--- src/rtl/ssd1351_spi_sink.sv ---
// -----------------------------------------------------------------------------
// ssd1351_spi_sink
//
// Receive-side model of the SSD1351 4-wire SPI link. The block oversamples the
// SPI pins in the clk domain, deserialises command/data bytes and turns the
// RAM-write stream into one pixel write (x, y, RGB565) per received pixel. It
// listens on the same pins the OLED video driver drives, so a frame sent to
// the panel can be mirrored into BRAM or checked in simulation.
//
// Parameters
//   c_x_size / c_y_size : panel columns / rows
//   c_x_bits / c_y_bits : width of pix_x / pix_y (at most 8)
//
// Ports
//   clk          system clock; SPI clock must be no faster than clk/4
//   rst          asynchronous active-high reset
//   spi_csn      chip select, active low        (asynchronous to clk)
//   spi_clk      SPI clock, sampled on rising edge (mode 0/3)
//   spi_mosi     serial data, MSB first
//   spi_dc       0 = command byte, 1 = data byte, taken with bit 0
//   spi_resn     panel reset, active low; clears everything but the syncs
//   cmd_valid    one-cycle pulse per received command byte
//   cmd_byte     last command byte, held until the next command
//   pix_we       one-cycle pixel write strobe
//   pix_x/pix_y  pixel coordinate, updated only with pix_we
//   pix_color    RGB565 colour, updated only with pix_we
//   frame_done   pulse together with pix_we of the pixel at (col_end,row_end)
// -----------------------------------------------------------------------------
module ssd1351_spi_sink #(
   parameter int c_x_size = 128,
   parameter int c_y_size = 128,
   parameter int c_x_bits = 7,
   parameter int c_y_bits = 7
) (
   input  logic                clk,
   input  logic                rst,
   input  logic                spi_csn,
   input  logic                spi_clk,
   input  logic                spi_mosi,
   input  logic                spi_dc,
   input  logic                spi_resn,
   output logic                cmd_valid,
   output logic [7:0]          cmd_byte,
   output logic                pix_we,
   output logic [c_x_bits-1:0] pix_x,
   output logic [c_y_bits-1:0] pix_y,
   output logic [15:0]         pix_color,
   output logic                frame_done
);

   localparam logic [c_x_bits-1:0] c_x_last = c_x_bits'(c_x_size - 1);
   localparam logic [c_y_bits-1:0] c_y_last = c_y_bits'(c_y_size - 1);

   localparam logic [7:0] c_cmd_set_col = 8'h15;
   localparam logic [7:0] c_cmd_set_row = 8'h75;
   localparam logic [7:0] c_cmd_write   = 8'h5C;

   // The five SPI lines travel together through the synchronizer chain.
   typedef struct packed {
      logic resn;
      logic dc;
      logic mosi;
      logic sclk;
      logic csn;
   } spi_lines_t;

   // Idle levels: deselected, panel out of reset, clock low.
   localparam spi_lines_t c_lines_idle = '{resn: 1'b1, dc: 1'b0, mosi: 1'b0,
                                           sclk: 1'b0, csn: 1'b1};

   typedef enum logic [1:0] {
      ST_IDLE,
      ST_ARG,
      ST_WRITE
   } state_t;

   // All decoder state in one record so both reset sources clear it with a
   // single assignment.
   typedef struct packed {
      state_t              state;
      logic                arg_row;     // current ARG command targets rows
      logic                arg_second;  // first argument already received
      logic                pending;     // high byte of a pixel is stored
      logic [7:0]          hi;
      logic [c_x_bits-1:0] col_start;
      logic [c_x_bits-1:0] col_end;
      logic [c_y_bits-1:0] row_start;
      logic [c_y_bits-1:0] row_end;
      logic [c_x_bits-1:0] x;
      logic [c_y_bits-1:0] y;
      logic                cmd_valid;
      logic [7:0]          cmd_byte;
      logic                pix_we;
      logic [c_x_bits-1:0] pix_x;
      logic [c_y_bits-1:0] pix_y;
      logic [15:0]         pix_color;
      logic                frame_done;
   } dec_t;

   localparam dec_t c_dec_rst = '{
      state:      ST_IDLE,
      arg_row:    1'b0,
      arg_second: 1'b0,
      pending:    1'b0,
      hi:         8'h00,
      col_start:  '0,
      col_end:    c_x_last,
      row_start:  '0,
      row_end:    c_y_last,
      x:          '0,
      y:          '0,
      cmd_valid:  1'b0,
      cmd_byte:   8'h00,
      pix_we:     1'b0,
      pix_x:      '0,
      pix_y:      '0,
      pix_color:  16'h0000,
      frame_done: 1'b0
   };

   spi_lines_t r_s1, r_s2, r_s3;
   logic       r_rise;
   logic [2:0] r_bit_cnt;
   logic [7:0] r_shift;
   logic       r_byte_vld;
   logic [7:0] r_byte;
   logic       r_byte_dc;
   dec_t       r_dec;

   logic                w_soft_rst;
   logic [c_x_bits-1:0] w_x_inc;
   logic [c_y_bits-1:0] w_y_inc;

   // -------------------------------------------------------------------------
   // Synchronizers: two flops for metastability, a third for edge detection.
   // Only rst clears them, so spi_resn itself keeps being sampled.
   // -------------------------------------------------------------------------
   // NOTE: every clocked register uses non-blocking assignment so all flops
   // update from pre-edge values and the chain shifts by exactly one stage.
   always_ff @(posedge clk or posedge rst) begin
      if (rst) begin
         r_s1 <= c_lines_idle;
         r_s2 <= c_lines_idle;
         r_s3 <= c_lines_idle;
      end else begin
         r_s1 <= '{resn: spi_resn, dc: spi_dc, mosi: spi_mosi,
                   sclk: spi_clk, csn: spi_csn};
         r_s2 <= r_s1;
         r_s3 <= r_s2;
      end
   end

   assign w_soft_rst = ~r_s3.resn;

   // -------------------------------------------------------------------------
   // Deserializer. r_rise is registered one cycle after the edge becomes
   // visible; on the following cycle r_s3 holds the mosi/dc/csn values that
   // were on the pins when the edge was captured, so data and edge line up.
   // -------------------------------------------------------------------------
   always_ff @(posedge clk or posedge rst) begin
      if (rst) begin
         r_rise     <= 1'b0;
         r_bit_cnt  <= '0;
         r_shift    <= '0;
         r_byte_vld <= 1'b0;
         r_byte     <= '0;
         r_byte_dc  <= 1'b0;
      end else if (w_soft_rst) begin
         r_rise     <= 1'b0;
         r_bit_cnt  <= '0;
         r_shift    <= '0;
         r_byte_vld <= 1'b0;
         r_byte     <= '0;
         r_byte_dc  <= 1'b0;
      end else begin
         r_rise     <= r_s2.sclk & ~r_s3.sclk;
         r_byte_vld <= 1'b0;
         if (r_s3.csn) begin
            // Deselect drops any partial byte; the decoder keeps its state.
            r_bit_cnt <= '0;
         end else if (r_rise) begin
            r_shift   <= {r_shift[6:0], r_s3.mosi};
            r_bit_cnt <= r_bit_cnt + 3'd1;
            if (r_bit_cnt == 3'd7) begin
               r_byte_vld <= 1'b1;
               r_byte     <= {r_shift[6:0], r_s3.mosi};
               r_byte_dc  <= r_s3.dc;
            end
         end
      end
   end

   // -------------------------------------------------------------------------
   // Command decoder and address generator.
   // -------------------------------------------------------------------------
   // Outside the programmed window the address runs up to the panel edge and
   // wraps to zero; only reaching the window end jumps back to its start.
   assign w_x_inc = (r_dec.x == c_x_last) ? '0 : r_dec.x + 1'b1;
   assign w_y_inc = (r_dec.y == c_y_last) ? '0 : r_dec.y + 1'b1;

   always_ff @(posedge clk or posedge rst) begin
      if (rst) begin
         r_dec <= c_dec_rst;
      end else if (w_soft_rst) begin
         r_dec <= c_dec_rst;
      end else begin
         r_dec.cmd_valid  <= 1'b0;
         r_dec.pix_we     <= 1'b0;
         r_dec.frame_done <= 1'b0;
         if (r_byte_vld) begin
            if (!r_byte_dc) begin
               // A command always abandons a half-received pixel.
               r_dec.cmd_valid <= 1'b1;
               r_dec.cmd_byte  <= r_byte;
               r_dec.pending   <= 1'b0;
               case (r_byte)
                  c_cmd_set_col: begin
                     r_dec.state      <= ST_ARG;
                     r_dec.arg_row    <= 1'b0;
                     r_dec.arg_second <= 1'b0;
                  end
                  c_cmd_set_row: begin
                     r_dec.state      <= ST_ARG;
                     r_dec.arg_row    <= 1'b1;
                     r_dec.arg_second <= 1'b0;
                  end
                  c_cmd_write: begin
                     r_dec.state <= ST_WRITE;
                     r_dec.x     <= r_dec.col_start;
                     r_dec.y     <= r_dec.row_start;
                  end
                  default: r_dec.state <= ST_IDLE;
               endcase
            end else begin
               case (r_dec.state)
                  ST_ARG: begin
                     if (!r_dec.arg_second) begin
                        if (r_dec.arg_row) r_dec.row_start <= r_byte[c_y_bits-1:0];
                        else               r_dec.col_start <= r_byte[c_x_bits-1:0];
                        r_dec.arg_second <= 1'b1;
                     end else begin
                        if (r_dec.arg_row) r_dec.row_end <= r_byte[c_y_bits-1:0];
                        else               r_dec.col_end <= r_byte[c_x_bits-1:0];
                        r_dec.state <= ST_IDLE;
                     end
                  end
                  ST_WRITE: begin
                     if (!r_dec.pending) begin
                        r_dec.hi      <= r_byte;
                        r_dec.pending <= 1'b1;
                     end else begin
                        r_dec.pending   <= 1'b0;
                        r_dec.pix_we    <= 1'b1;
                        r_dec.pix_color <= {r_dec.hi, r_byte};
                        r_dec.pix_x     <= r_dec.x;
                        r_dec.pix_y     <= r_dec.y;
                        if (r_dec.x == r_dec.col_end) begin
                           r_dec.x <= r_dec.col_start;
                           if (r_dec.y == r_dec.row_end) begin
                              r_dec.y          <= r_dec.row_start;
                              r_dec.frame_done <= 1'b1;
                           end else begin
                              r_dec.y <= w_y_inc;
                           end
                        end else begin
                           r_dec.x <= w_x_inc;
                        end
                     end
                  end
                  default: ;  // data bytes in IDLE are ignored
               endcase
            end
         end
      end
   end

   assign cmd_valid  = r_dec.cmd_valid;
   assign cmd_byte   = r_dec.cmd_byte;
   assign pix_we     = r_dec.pix_we;
   assign pix_x      = r_dec.pix_x;
   assign pix_y      = r_dec.pix_y;
   assign pix_color  = r_dec.pix_color;
   assign frame_done = r_dec.frame_done;

endmodule
--- config.mk ---
export PLATFORM = sky130hd
export DESIGN_NAME = ssd1351_spi_sink
export DESIGN_NICKNAME = d
export VERILOG_FILES = /design/src/rtl/ssd1351_spi_sink.sv
export SDC_FILE = /design/constraint.sdc
export NUM_CORES = 1
export LEC_CHECK = 0
export CAP_MARGIN = 20
export CORE_MARGIN = 2
export CORE_UTILIZATION = 50
export CTS_BUF_LIST = sky130_fd_sc_hd__clkbuf_16
export CTS_CLUSTER_DIAMETER = 200
export DETAILED_ROUTE_END_ITERATION = 8
export DONT_BUFFER_PORTS = 1
export REMOVE_ABC_BUFFERS = 1
export SYNTH_ARGS = -nofsm -noshare
export SYNTH_HDL_FRONTEND = slang
export SYNTH_SLANG_ARGS = --single-unit
--- constraint.sdc ---
create_clock -name clk -period 9 [get_ports clk]
set_clock_uncertainty 0.1 [all_clocks]
set_input_delay 0.45 -clock clk [delete_from_list [all_inputs] [get_ports clk]]
set_output_delay 0.45 -clock clk [all_outputs]
set_load 0.01 [all_outputs]
==> flow_metrics.tcl <==
set metrics [dict create \
    initial_core_util_pct 51.2 \
    async_reset_ff_share_pct 100 \
    setup_slack_ns 6.66 \
    path_max_fanout 38 \
    worstMarginPinSlew_ns 1.00 \
    drive_gt1_share_pct 14.1 \
    layout_worst_path_cycle_share_pct 25.9 \
    clock_path_buffers 2 \
    final_nets 580 \
    ff2ff_path_depth 4 \
    drt-wirelength-per-cell_um 18.0 \
    criticalPathCategory "flop to flop" \
    ys_warn_count 0 \
    pwr-share-seq_pct 46.5 \
    status "finished, final reports clean" \
    synth_ff_type "dfrtp_1" \
    arrival_ns 2.57 \
    finalPower_mw 1.33 \
    grt_antenna_before_repair 0 \
    final_max_slew_viol_count 0 \
    fin_util_pct 54.8 \
    cp_num_buf_inv 1 \
    pwr-share-comb_pct 3.2 \
    path_depth 4 \
    first_pass_iters 5 \
    ys_ff_latch 132 \
    critPathSlowestCell "dfstp_2" \
    r2r_slack_ns 6.66 \
    synth_edf_count 0 \
    setup_viol 0 \
    grt_max_degree 78 \
    core_area_um2 12000 \
    gr-total-overflow 0 \
    report.final.hold_viol_count 0 \
    maxCapViolations 0 \
    p_per_area_nw_per_um2 202 \
    tns_ns 0 \
    cpPeakStageDelay_ns 1.01 \
    ir_worst_vdd_uv 121 \
    diodes 0 \
    crit_family "flip-flops" \
    startpoint "r_s3[4]" \
    cts.sinks 132 \
    cts.reportedPaths.clkPinSlew_ns 0.06 \
    gp_congestion 0.862 \
    p_clk_share_pct 50.4 \
    crit_required_ns 9.24 \
    rows 40 \
    syn_area_per_cell_um2 10.1 \
    grt_pass1_vias 4126 \
    leakage_nw 2.79 \
    die_w_um 115 \
    grt_usage_pct 21.5 \
    rsz0062_at_grt "no" \
    vias 4124 \
    yosysSeqAreaShare_pct 54.2 \
    max_freq_mhz 428 \
    die_h_um 115 \
    rr_startpoint "r_s3[4]" \
    finalCriticalPeriod_ns 2.34 \
    portBuffers 0 \
    grt_pass1_wl_um 21700 \
    crit_end "r_dec[46]" \
    cts_resized 0 \
    via_per_inst 5.66 \
    worstPathCellList "inv_2 -> nor3_2 -> a21o_1 -> o2bb2ai_1" \
    worstSkewPairLatency_ns 0.42 \
    root_buffer "clkbuf_16" \
    synth_cells 609 \
    routed_wirelength_um 13100 \
    r2r_end "r_dec[46]" \
    synthesis.area_um2 6140 \
    p_int_mw 1.03 \
    fillers 1104 \
    crit_path_start_kind "flop" \
    p_sw_share_pct 22.6 \
    drtIter0Drc 298 \
    multi_input_area_um2 2350 \
    dp_cells 691 \
    route.detailed.drc 0 \
    crit_path_end_kind "flop" \
    numCtsBuffers 17 \
    syn_to_final_growth_pct 7.09 \
    slew_headroom_pct 33.1 \
    ios 48 \
    final_antenna_net_count 0 \
    dp_hpwl_um 8540 \
    instances_no_fill 729 \
    seq_area_um2 3330 \
    dp_slack_ns 6.70 \
    htree_num_levels 4 \
    die_area_um2 13200 \
    p_sw_uw 301 \
    synth_cell_type_count 54 \
    tritoncts "done" \
    hp-class "flop to flop" \
]
## metal layers
layer / share of wire (%) / up-vias / track usage, %
met5: 0 / - / 0
met4: 2.1 / 0 / 8.84
met3: 5.3 / 25 / 5.32
met2: 47 / 123 / 33.3
met1: 45 / 2037 / 29.2
li1: - / 1939 / -
## repair_timing
item / in CTS / in global routing
buffers inserted: 0 / 0
endpoints found under the hold margin: 54 / 0
hold buffers: 6 / 0
## worst min path at each step
stage                     startpoint  endpoint  slack [ns]  cells past startpoint
after floorplan              r_s1[1]   r_s2[1]        0.23                      0
after global placement       r_s2[2]   r_s3[2]        0.23                      0
after detailed placement     r_s1[3]   r_s2[3]        0.24                      0
after CTS                    r_s1[3]   r_s2[3]        0.25                      0
after global routing         r_s1[3]   r_s2[3]        0.26                      0
final                        r_s1[3]   r_s2[3]        0.25                      0
## registers in the layout, summed over array words and instances, names as in the netlist
| name | flops |
|---|---|
| r_shift | 7 |
| r_bit_cnt | 3 |
| frame_done | 1 |
| r_s1 | 5 |
| r_rise | 1 |
| pix_we | 1 |
| r_byte_vld | 1 |
| r_byte | 8 |
| pix_y | 7 |
| cmd_valid | 1 |
| r_s3 | 5 |
| r_dec | 55 |
| pix_x | 7 |
| r_s2 | 5 |
| cmd_byte | 8 |
| pix_color | 16 |
| r_byte_dc | 1 |
## cells by family (layout without fill, tap and decap cells)
kind of cell / count (synthesis) / after routing / synth area share, %
fa+ha+maj: 4 / 4 / 0.815
flops: 132 / 132 / 54.2
xor+xnor: 18 / 18 / 2.69
buf+inv: 80 / 53 / 7.64
compound gates: 115 / 115 / 11.5
simple gates: 223 / 223 / 16.8
mux: 37 / 37 / 6.45
## stage by stage
| step | cell area, µm² | hold WS (ns) |
|---|---|---|
| after floorplan | 5720 | 0.231 |
| after global placement | 5940 | 0.232 |
| after detailed placement | 5940 | 0.236 |
| after CTS | 6580 | 0.250 |
| after global routing | 6580 | 0.256 |
| final | 6580 | 0.247 |
## power groups by stage
stage | registers [mW] | clock network [mW] | logic [mW]
6_report | 0.619 | 0.671 | 0.0421
5_1_grt | 0.620 | 0.714 | 0.0479
4_1_cts | 0.619 | 0.685 | 0.0436
3_5_place_dp | 0.629 | 0 | 0.0411
3_3_place_gp | 0.629 | 0 | 0.0399
2_1_floorplan | 0.626 | 0 | 0.0316
## cell usage after synthesis, types with 2 or more instances
| cell type | count | area, µm² |
|---|---|---|
| o22ai_1 | 4 | 25.0 |
| o21ai_1 | 7 | 35.0 |
| o21ai_0 | 11 | 55.1 |
| nand2b_1 | 2 | 12.5 |
| xor2_1 | 15 | 131 |
| buf_2 | 6 | 30.0 |
| nand2_1 | 143 | 537 |
| a221oi_1 | 2 | 17.5 |
| nor3_2 | 2 | 20.0 |
| a22oi_1 | 2 | 15.0 |
| dfstp_2 | 20 | 526 |
| mux2i_1 | 16 | 160 |
| dfrtp_1 | 112 | 2800 |
| mux2_2 | 7 | 78.8 |
| nor4_4 | 2 | 42.5 |
| mux2_1 | 14 | 158 |
| a31oi_1 | 9 | 56.3 |
| xnor2_1 | 2 | 17.5 |
| and3_1 | 9 | 56.3 |
| buf_4 | 39 | 293 |
| inv_1 | 10 | 37.5 |
| or2_1 | 2 | 12.5 |
| ha_1 | 4 | 50.1 |
| o2bb2ai_1 | 5 | 43.8 |
| o31ai_4 | 2 | 42.5 |
| nor2_1 | 24 | 90.1 |
| a21oi_1 | 64 | 320 |
| nand3_1 | 17 | 85.1 |
| buf_6 | 2 | 22.5 |
| clkbuf_1 | 22 | 82.6 |
| and2_1 | 4 | 25.0 |
| or3_1 | 2 | 12.5 |
| nor2b_1 | 5 | 31.3 |
| nor3b_1 | 2 | 15.0 |
## placed cells by master, fill, tap and decap left out, drive strengths merged, types with 5 or more instances in the layout
master	count
a21oi	66
dfstp	20
mux2	21
nor2b	5
o2bb2ai	5
and3	10
clkinvlp	6
xor2	16
dlygate4sd3	6
o22ai	5
nand3	17
dfrtp	112
clkinv	5
nor2	25
a31oi	10
clkbuf	17
o21ai	19
nand2	143
mux2i	16
inv	13
## area by class of cell
type / instances / share of cell area [%]
Clock buffer: 17 / 6.47
Clock inverter: 15 / 2.41
Inverter: 11 / 0.704
Multi-Input combinational cell: 397 / 35.7
Sequential cell: 132 / 50.6
Tap cell: 147 / 2.80
Timing Repair Buffer: 10 / 1.37
(Power assumes the default switching activity.)
